**src/rtl/sprite_pkg.sv**
```systemverilog
// Shared timing constants and types for the sprite display path.
package sprite_pkg;

  localparam int H_ACTIVE     = 640;
  localparam int H_SYNC_START = 656;
  localparam int H_SYNC_END   = 751;
  localparam int H_TOTAL      = 800;
  localparam int V_ACTIVE     = 480;
  localparam int V_SYNC_START = 490;
  localparam int V_SYNC_END   = 491;
  localparam int V_TOTAL      = 525;

  localparam int TABLE_DEPTH  = 32;
  localparam int ID_W         = $clog2(TABLE_DEPTH);
  localparam int SCAN_START   = H_ACTIVE;

  typedef struct packed {
    logic [9:0] x;
    logic [8:0] y;
    logic       vis;
  } spr_entry_t;

  typedef struct packed {
    logic [9:0]      x;
    logic [ID_W-1:0] id;
    logic            valid;
  } spr_slot_t;

  typedef enum logic [1:0] {
    SCAN_IDLE = 2'd0,
    SCAN_RUN  = 2'd1,
    SCAN_DONE = 2'd2
  } scan_state_e;

  // Line whose slot list is being built while line v is on screen.
  function automatic logic [9:0] target_line(input logic [9:0] v);
    return (v == 10'(V_TOTAL - 1)) ? 10'd0 : v + 10'd1;
  endfunction

endpackage

```
**src/rtl/vga_sync_gen.sv**
```systemverilog
// 640x480 VGA raster counters with combinational sync/active decode.
module vga_sync_gen
  import sprite_pkg::*;
(
  input  logic       clk,
  input  logic       rst,
  output logic [9:0] h_cnt,
  output logic [9:0] v_cnt,
  output logic       hsync_n,
  output logic       vsync_n,
  output logic       active
);

  logic [9:0] h_q, h_d;
  logic [9:0] v_q, v_d;

  always_comb begin
    h_d = h_q + 10'd1;
    v_d = v_q;
    if (h_q == 10'(H_TOTAL - 1)) begin
      h_d = '0;
      v_d = (v_q == 10'(V_TOTAL - 1)) ? 10'd0 : v_q + 10'd1;
    end
  end

  always_ff @(posedge clk) begin
    if (rst) begin
      h_q <= '0;
      v_q <= '0;
    end else begin
      h_q <= h_d;
      v_q <= v_d;
    end
  end

  assign h_cnt   = h_q;
  assign v_cnt   = v_q;
  assign hsync_n = !((h_q >= 10'(H_SYNC_START)) && (h_q <= 10'(H_SYNC_END)));
  assign vsync_n = !((v_q >= 10'(V_SYNC_START)) && (v_q <= 10'(V_SYNC_END)));
  assign active  = (h_q < 10'(H_ACTIVE)) && (v_q < 10'(V_ACTIVE));

endmodule

```
**src/rtl/sprite_engine.sv**
```systemverilog
// Sprite table, per-line slot selection and registered pixel stream.
// Optional sticky overflow flag enabled by defining SPRITE_OVF_EN.
module sprite_engine
  import sprite_pkg::*;
#(
  parameter int SLOTS = 4,
  parameter int SPR_W = 16
) (
  input  logic       clk,
  input  logic       rst,
  input  logic [4:0] spsel,
  input  logic [9:0] spx,
  input  logic [8:0] spy,
  input  logic       sppos,
  input  logic       spattr,
  input  logic       spvis,
  input  logic [1:0] bg,
  output logic       hsync,
  output logic       vsync,
  output logic       active,
  output logic       pix_hit,
  output logic [4:0] pix_id,
  output logic [1:0] pix_bg,
  output logic       spr_ovf
);

  localparam int CNT_W = $clog2(SLOTS + 1);

  logic [9:0] h_cnt, v_cnt;
  logic       hsync_n, vsync_n, raster_active;

  vga_sync_gen u_sync (
    .clk     (clk),
    .rst     (rst),
    .h_cnt   (h_cnt),
    .v_cnt   (v_cnt),
    .hsync_n (hsync_n),
    .vsync_n (vsync_n),
    .active  (raster_active)
  );

  spr_entry_t table_q [TABLE_DEPTH];
  spr_entry_t table_d [TABLE_DEPTH];

  always_comb begin
    for (int i = 0; i < TABLE_DEPTH; i++) table_d[i] = table_q[i];
    if (sppos) begin
      table_d[spsel].x = spx;
      table_d[spsel].y = spy;
    end
    if (spattr) table_d[spsel].vis = spvis;
  end

  always_ff @(posedge clk) begin
    if (rst) begin
      for (int i = 0; i < TABLE_DEPTH; i++) table_q[i] <= '0;
    end else begin
      for (int i = 0; i < TABLE_DEPTH; i++) table_q[i] <= table_d[i];
    end
  end

  scan_state_e     state_q, state_d;
  logic [ID_W-1:0] k_q, k_d;
  logic            scan_en;

  always_ff @(posedge clk) begin
    if (rst) begin
      state_q <= SCAN_IDLE;
      k_q     <= '0;
    end else begin
      state_q <= state_d;
      k_q     <= k_d;
    end
  end

  always_comb begin
    state_d = state_q;
    case (state_q)
      SCAN_IDLE: if (h_cnt == 10'(SCAN_START)) state_d = SCAN_RUN;
      SCAN_RUN:  if (k_q == ID_W'(TABLE_DEPTH - 1)) state_d = SCAN_DONE;
      SCAN_DONE: if (h_cnt == 10'd0) state_d = SCAN_IDLE;
      default:   state_d = SCAN_IDLE;
    endcase
  end

  always_comb begin
    scan_en = (state_q == SCAN_RUN);
    k_d     = scan_en ? k_q + ID_W'(1) : '0;
  end

  // Table read sees the pre-write value, so a same-cycle write is not observed.
  spr_entry_t cur_entry;
  logic [9:0] tgt_line;
  logic [8:0] dy;
  logic       qualify;

  always_comb begin
    cur_entry = table_q[k_q];
    tgt_line  = target_line(v_cnt);
    dy        = tgt_line[8:0] - cur_entry.y;
    qualify   = scan_en && cur_entry.vis && (tgt_line < 10'(V_ACTIVE)) && (dy < 9'(SPR_W));
  end

  spr_slot_t        back_q  [SLOTS];
  spr_slot_t        back_d  [SLOTS];
  spr_slot_t        front_q [SLOTS];
  spr_slot_t        front_d [SLOTS];
  logic [CNT_W-1:0] back_cnt_q, back_cnt_d;
  logic             line_end;
  logic             drop;

  always_comb begin
    line_end   = (h_cnt == 10'(H_TOTAL - 1));
    back_cnt_d = back_cnt_q;
    drop       = 1'b0;
    for (int i = 0; i < SLOTS; i++) begin
      back_d[i]  = back_q[i];
      front_d[i] = front_q[i];
    end
    if (line_end) begin
      for (int i = 0; i < SLOTS; i++) begin
        front_d[i] = back_q[i];
        back_d[i]  = '0;
      end
      back_cnt_d = '0;
    end else if (qualify) begin
      if (back_cnt_q < CNT_W'(SLOTS)) begin
        for (int i = 0; i < SLOTS; i++) begin
          if (CNT_W'(i) == back_cnt_q) back_d[i] = '{x: cur_entry.x, id: k_q, valid: 1'b1};
        end
        back_cnt_d = back_cnt_q + CNT_W'(1);
      end else begin
        drop = 1'b1;
      end
    end
  end

  always_ff @(posedge clk) begin
    if (rst) begin
      for (int i = 0; i < SLOTS; i++) begin
        back_q[i]  <= '0;
        front_q[i] <= '0;
      end
      back_cnt_q <= '0;
    end else begin
      for (int i = 0; i < SLOTS; i++) begin
        back_q[i]  <= back_d[i];
        front_q[i] <= front_d[i];
      end
      back_cnt_q <= back_cnt_d;
    end
  end

  // Walk slots high to low so the lowest slot (lowest sprite id) wins.
  logic            hit_any;
  logic [ID_W-1:0] hit_id;
  logic [9:0]      dx;

  always_comb begin
    hit_any = 1'b0;
    hit_id  = '0;
    dx      = '0;
    for (int i = SLOTS - 1; i >= 0; i--) begin
      dx = h_cnt - front_q[i].x;
      if (front_q[i].valid && (dx < 10'(SPR_W))) begin
        hit_any = 1'b1;
        hit_id  = front_q[i].id;
      end
    end
  end

  logic       hsync_q, hsync_d;
  logic       vsync_q, vsync_d;
  logic       active_q, active_d;
  logic       hit_q, hit_d;
  logic [4:0] id_q, id_d;
  logic [1:0] bg_q, bg_d;

  always_comb begin
    hsync_d  = hsync_n;
    vsync_d  = vsync_n;
    active_d = raster_active;
    hit_d    = hit_any && raster_active;
    id_d     = (hit_any && raster_active) ? 5'(hit_id) : 5'd0;
    bg_d     = bg;
  end

  always_ff @(posedge clk) begin
    if (rst) begin
      hsync_q  <= 1'b1;
      vsync_q  <= 1'b1;
      active_q <= 1'b0;
      hit_q    <= 1'b0;
      id_q     <= '0;
      bg_q     <= '0;
    end else begin
      hsync_q  <= hsync_d;
      vsync_q  <= vsync_d;
      active_q <= active_d;
      hit_q    <= hit_d;
      id_q     <= id_d;
      bg_q     <= bg_d;
    end
  end

  assign hsync   = hsync_q;
  assign vsync   = vsync_q;
  assign active  = active_q;
  assign pix_hit = hit_q;
  assign pix_id  = id_q;
  assign pix_bg  = bg_q;

`ifdef SPRITE_OVF_EN
  logic ovf_q, ovf_d;

  always_comb begin
    ovf_d = ovf_q;
    if ((h_cnt == 10'd0) && (v_cnt == 10'd0)) ovf_d = 1'b0;
    else if (drop)                            ovf_d = 1'b1;
  end

  always_ff @(posedge clk) begin
    if (rst) ovf_q <= 1'b0;
    else     ovf_q <= ovf_d;
  end

  assign spr_ovf = ovf_q;
`else
  logic ovf_unused;
  assign ovf_unused = drop;
  assign spr_ovf    = 1'b0;
`endif

endmodule

```
**config.mk**
```make
export PLATFORM = sky130hd
export DESIGN_NAME = sprite_engine
export DESIGN_NICKNAME = d
export VERILOG_FILES = /design/src/rtl/sprite_pkg.sv /design/src/rtl/vga_sync_gen.sv /design/src/rtl/sprite_engine.sv
export SDC_FILE = /design/constraint.sdc
export NUM_CORES = 2
export LEC_CHECK = 0
export ABC_AREA = 1
export CAP_MARGIN = 20
export CORE_MARGIN = 5
export CORE_UTILIZATION = 40
export DETAILED_ROUTE_END_ITERATION = 10
export GPL_TIMING_DRIVEN = 1
export PLACE_DENSITY = 0.61
export SLEW_MARGIN = 40
export SYNTH_ARGS = -nofsm -noshare
export SYNTH_HDL_FRONTEND = slang
export SYNTH_HIERARCHICAL = 1
export SYNTH_SLANG_ARGS = --single-unit
export TNS_END_PERCENT = 30
```
**constraint.sdc**
```tcl
create_clock -name clk -period 8.54 [get_ports clk]
set_input_delay 1.281 -clock clk [delete_from_list [all_inputs] [get_ports clk]]
set_output_delay 1.281 -clock clk [all_outputs]
set_load 0.005 [all_outputs]
```
==> results.md <==
| Metric | Value |
|---|---|
| Gate family responsible for the most delay along the worst path | buffers and inverters |
| Leak Pwr | 15.1 nW |
| H-tree levels | 3 |
| Worst Hold Slack | 432 ps |
| Die Y-Extent | 314 um |
| Final antenna-violating net count | 0 |
| CP startpoint kind | register |
| Clock latency reported for the late side of the worst-skew pair | 650 ps |
| Reg2reg end | back_q[1][12]$_SDFFE_PP0P_ |
| Outcome | finished, final reports clean |
| Post-cts repair resize count | 0 |
| Synth-to-Final Area Change | 10.7% |
| TritonCTS Buffers | 89 |
| Wire length reported by the detailed router | 109000 um |
| Critical path endpoint category | register |
| Deepest clock path buffer count | 3 |
| First-pass DRT Iterations | 6 |
| Kind of critical path | reg -> reg |
| Via Count | 33074 |
| Global-route wire length before repair | 172000 um |
| Post-synth EDFFs | 0 |
| Final Power | 8.04 mW |
| Critical R2R Launch | k_q[2]$_SDFF_PP0_ |
| DRC violation count after routing | 0 |
| Measured slew at the worst slew-check pin | 893 ps |
| Async set-or-reset flop fraction in the synthesized netlist | 0 |
| Largest net degree at the start of global routing | 225 |
| Placer Congestion | 0.818 |
| Final cell count without fillers | 6315 |
| Worst rel slew slack | 0.403 |
| Endpoint of the worst hold path | front_q[3][12]$_SDFFE_PP0P_ |
| Rows | 111 |
| Critical path fanouts, max | 48 |
| Number of distinct library cells after synthesis | 54 |
| CTS tree | yes |
| Yosys warning count | 6 |
| Max Freq | 183 MHz |
| Unrepaired setup endpoints after global routing | false |
| Cells traversed along the worst timing path | buf_4 -> inv_2 -> buf_4 -> nand2_1 -> buf_4 -> inv_1 -> buf_4 -> nand2_1 -> nand3_1 -> o21ai_0 -> ha_1 -> a21oi_1 -> nor2_1 -> a211oi_1 -> nand2_1 -> nand2_1 -> nand3_1 -> nand2_2 -> nand4_2 -> inv_1 -> nor2_1 -> nor2_1 |
| I/O pins | 43 |
| Largest vdd supply drop | 0.000154 V |
| Clock tree skew after final layout | 26.8 ps |
| Synthesized area per cell | 7.02 um^2 |
| Sinks on the clock net | 809 |
| Final Net Count | 5144 |
| WL per Instance | 17.3 um |
| Power density normalized to cell area | 196 nW/um^2 |
| Number of cells traversed by the worst register-to-register path | 22 |
| Total Neg Setup Slack | 0 ps |
| Clk slew on worst S/H paths | 60 ps |
| Final cycle utilization of the critical path | 0.639 |
| Share of synthesized area occupied by flip-flops and latches | 0.438 |
| Maxcap violations | 0 |
| Clock tree root driver cell | sky130_fd_sc_hd__clkbuf_16 |
| Ys flop type | sky130_fd_sc_hd__dfxtp_1 |
| Min Clock Period, post-route | 5460 ps |
| Data arrival at the endpoint of the critical path | 6040 ps |
| Syn Nets | 5350 |
| Final hold violation count | 0 |
| Leading cell type in the layout, fill and taps excluded | sky130_fd_sc_hd__o21ai_0 |
| # port buffers | 41 |
| Violation count after the first detailed-route iteration | 2934 |
| Residual overflow from global routing | 0 |
| Number of global-route vias before repair | 29738 |
| Netlist area before placement | 37000 um^2 |
| Via count normalized by instance count | 5.24 |
| Hold-fix buffers at CTS | 0 |
| Width of the chip | 314 um |
| Die area | 98600 um^2 |
| Path category of the worst min-delay check | reg -> reg |
| Count of buffer and inverter cells on the critical path | 7 |
| Number of setup buffers added after CTS | 0 |
| Area of the core region | 91700 um^2 |
| Slowest stage delay, CP | 580 ps |
| Post-DP HPWL | 65000 um |
| Placed cell count | 6154 |
| Register-to-register setup slack | 3080 ps |
| Slowest stage cell, crit path | sky130_fd_sc_hd__buf_4 |
| Final antenna diode count | 0 |
| Final Max Slew Viols | 0 |
| #FFs+latches synth | 809 |
| Final setup violation count | 0 |
| Required time of the critical path | 9130 ps |
| Initial cell density of the core | 0.403 |
| Worst min-delay path startpoint | back_q[3][12]$_SDFFE_PP0P_ |
| All-Layer GR Usage | 0.214 |
| Cells after synthesis | 5266 |
| Share of cells above drive strength 1 | 0.0565 |
| Commonest cells after routing, fill and taps aside | sky130_fd_sc_hd__o21ai_0, sky130_fd_sc_hd__dfxtp_1, sky130_fd_sc_hd__a21oi_1, sky130_fd_sc_hd__inv_1, sky130_fd_sc_hd__nor2_1 |
| Cell depth of the worst min-delay path | 2 |
| Number of antenna violations at the first check in global routing | 0 |
==> sequential cells by signal (all words and copies together), names as in the netlist, 2 cells and up <==
register and count:
back_cnt_q 3, back_q 64, front_q 64, k_q 5, pix_bg 2, pix_id 5
state_q 2, table_q 640, u_sync/h_cnt 10, u_sync/v_cnt 10
==> cell usage after synthesis, types with 2 or more instances <==
cell | number | area (um^2)
sky130_fd_sc_hd__o21ai_0 | 948 | 4740
sky130_fd_sc_hd__dfxtp_1 | 809 | 16200
sky130_fd_sc_hd__a21oi_1 | 787 | 3940
sky130_fd_sc_hd__inv_1 | 648 | 2430
sky130_fd_sc_hd__nor2_1 | 607 | 2280
sky130_fd_sc_hd__nand2_1 | 466 | 1750
sky130_fd_sc_hd__clkbuf_1 | 337 | 1260
sky130_fd_sc_hd__nand3_1 | 225 | 1130
sky130_fd_sc_hd__ha_1 | 53 | 663
sky130_fd_sc_hd__nand4_1 | 39 | 244
sky130_fd_sc_hd__buf_1 | 38 | 143
sky130_fd_sc_hd__buf_2 | 38 | 190
sky130_fd_sc_hd__o211ai_1 | 34 | 255
sky130_fd_sc_hd__o221ai_1 | 30 | 263
sky130_fd_sc_hd__nor3_1 | 23 | 115
sky130_fd_sc_hd__o22ai_1 | 20 | 125
sky130_fd_sc_hd__a211oi_1 | 14 | 105
sky130_fd_sc_hd__xor2_1 | 13 | 114
sky130_fd_sc_hd__nor4_1 | 12 | 75.1
sky130_fd_sc_hd__inv_2 | 11 | 41.3
sky130_fd_sc_hd__o21ai_1 | 10 | 50.1
sky130_fd_sc_hd__buf_4 | 9 | 67.6
sky130_fd_sc_hd__nor2_2 | 9 | 56.3
sky130_fd_sc_hd__clkinv_1 | 8 | 30.0
sky130_fd_sc_hd__or2_2 | 8 | 50.1
sky130_fd_sc_hd__o21a_1 | 6 | 45.0
sky130_fd_sc_hd__a21o_1 | 5 | 37.5
sky130_fd_sc_hd__xnor2_1 | 5 | 43.8
sky130_fd_sc_hd__a311oi_1 | 4 | 35.0
sky130_fd_sc_hd__a31oi_1 | 4 | 25.0
sky130_fd_sc_hd__nand3_2 | 4 | 40.0
sky130_fd_sc_hd__nand3b_1 | 4 | 30.0
sky130_fd_sc_hd__o21bai_1 | 4 | 30.0
sky130_fd_sc_hd__a32o_1 | 3 | 30.0
sky130_fd_sc_hd__nand2_2 | 3 | 18.8
sky130_fd_sc_hd__nand4_4 | 3 | 63.8
sky130_fd_sc_hd__o31ai_1 | 3 | 22.5
sky130_fd_sc_hd__a21boi_1 | 2 | 15.0
sky130_fd_sc_hd__and2_1 | 2 | 12.5
sky130_fd_sc_hd__buf_6 | 2 | 22.5
sky130_fd_sc_hd__nand2_4 | 2 | 22.5
sky130_fd_sc_hd__nor2_8 | 2 | 40.0
==> cell families after synthesis <==
kind of cell             count (synthesis)  share of synthesized area
other                                    1                   0.000101
flip-flops                             809                      0.438
AO/OA/AOI/OAI                         1880                      0.264
AND/OR/NAND/NOR                       1414                      0.162
XOR/XNOR                                18                    0.00426
adder cells (fa/ha/maj)                 53                     0.0179
buffers and inverters                 1091                      0.113
==> through the flow <==
stage	setup WS, ps	util	instance area [um^2]
3_5_place_dp	3120	0.414	38000
5_1_grt	2610	0.447	40900
6_report	3080	0.447	40900
4_1_cts	3120	0.446	40900
2_1_floorplan	4550	-	37000
3_3_place_gp	3190	0.413	37900
==> final cells by class <==
cell class / count / area (um^2)
Clock inverter: 19 / 200
Clock buffer: 141 / 2740
Tap cell: 1186 / 1480
Multi-Input combinational cell: 3366 / 16600
Inverter: 667 / 2520
Timing Repair Buffer: 127 / 1150
Sequential cell: 809 / 16200
Fill cell: 9351 / 50700
==> worst min-delay path: cells and delay by family (launching register included) <==
| kind | cells | cell delay (ps) |
|---|---|---|
| AO/OA/AOI/OAI | 1 | 50 |
| flip-flops | 1 | 290 |
| buffers and inverters | 1 | 60 |
==> metal layers <==
metal	GRT usage	wire length, um	vias up	share of wire
li1	-	-	16926	-
met1	0.305	51700	15165	0.47
met2	0.336	48300	792	0.44
met3	0.0316	5930	191	0.054
met4	0.0650	3480	0	0.032
met5	0	0	-	0
==> where the power goes <==
group	switching (mW)	total (mW)	leakage (nW)	internal (mW)
clock	1.60	3.86	1.45	2.26
sequential	0.0171	3.83	6.53	3.81
combinational	0.250	0.352	7.17	0.102
==> how the worst max path moves through the flow <==
stage / from / end / slack [ps] / cells past startpoint
finish: k_q[2]$_SDFF_PP0_ / back_q[1][12]$_SDFFE_PP0P_ / 3080 / 22
global route: k_q[2]$_SDFF_PP0_ / back_q[1][6]$_SDFFE_PP0P_ / 2610 / 22
CTS: k_q[2]$_SDFF_PP0_ / back_q[1][12]$_SDFFE_PP0P_ / 3120 / 22
detailed placement: k_q[2]$_SDFF_PP0_ / back_q[1][12]$_SDFFE_PP0P_ / 3120 / 22
global placement: k_q[2]$_SDFF_PP0_ / back_q[1][8]$_SDFFE_PP0P_ / 3190 / 22
floorplan: k_q[0]$_SDFF_PP0_ / back_q[0][12]$_SDFFE_PP0P_ / 4550 / 25
Note: power is estimated with default switching activity, not from simulation.
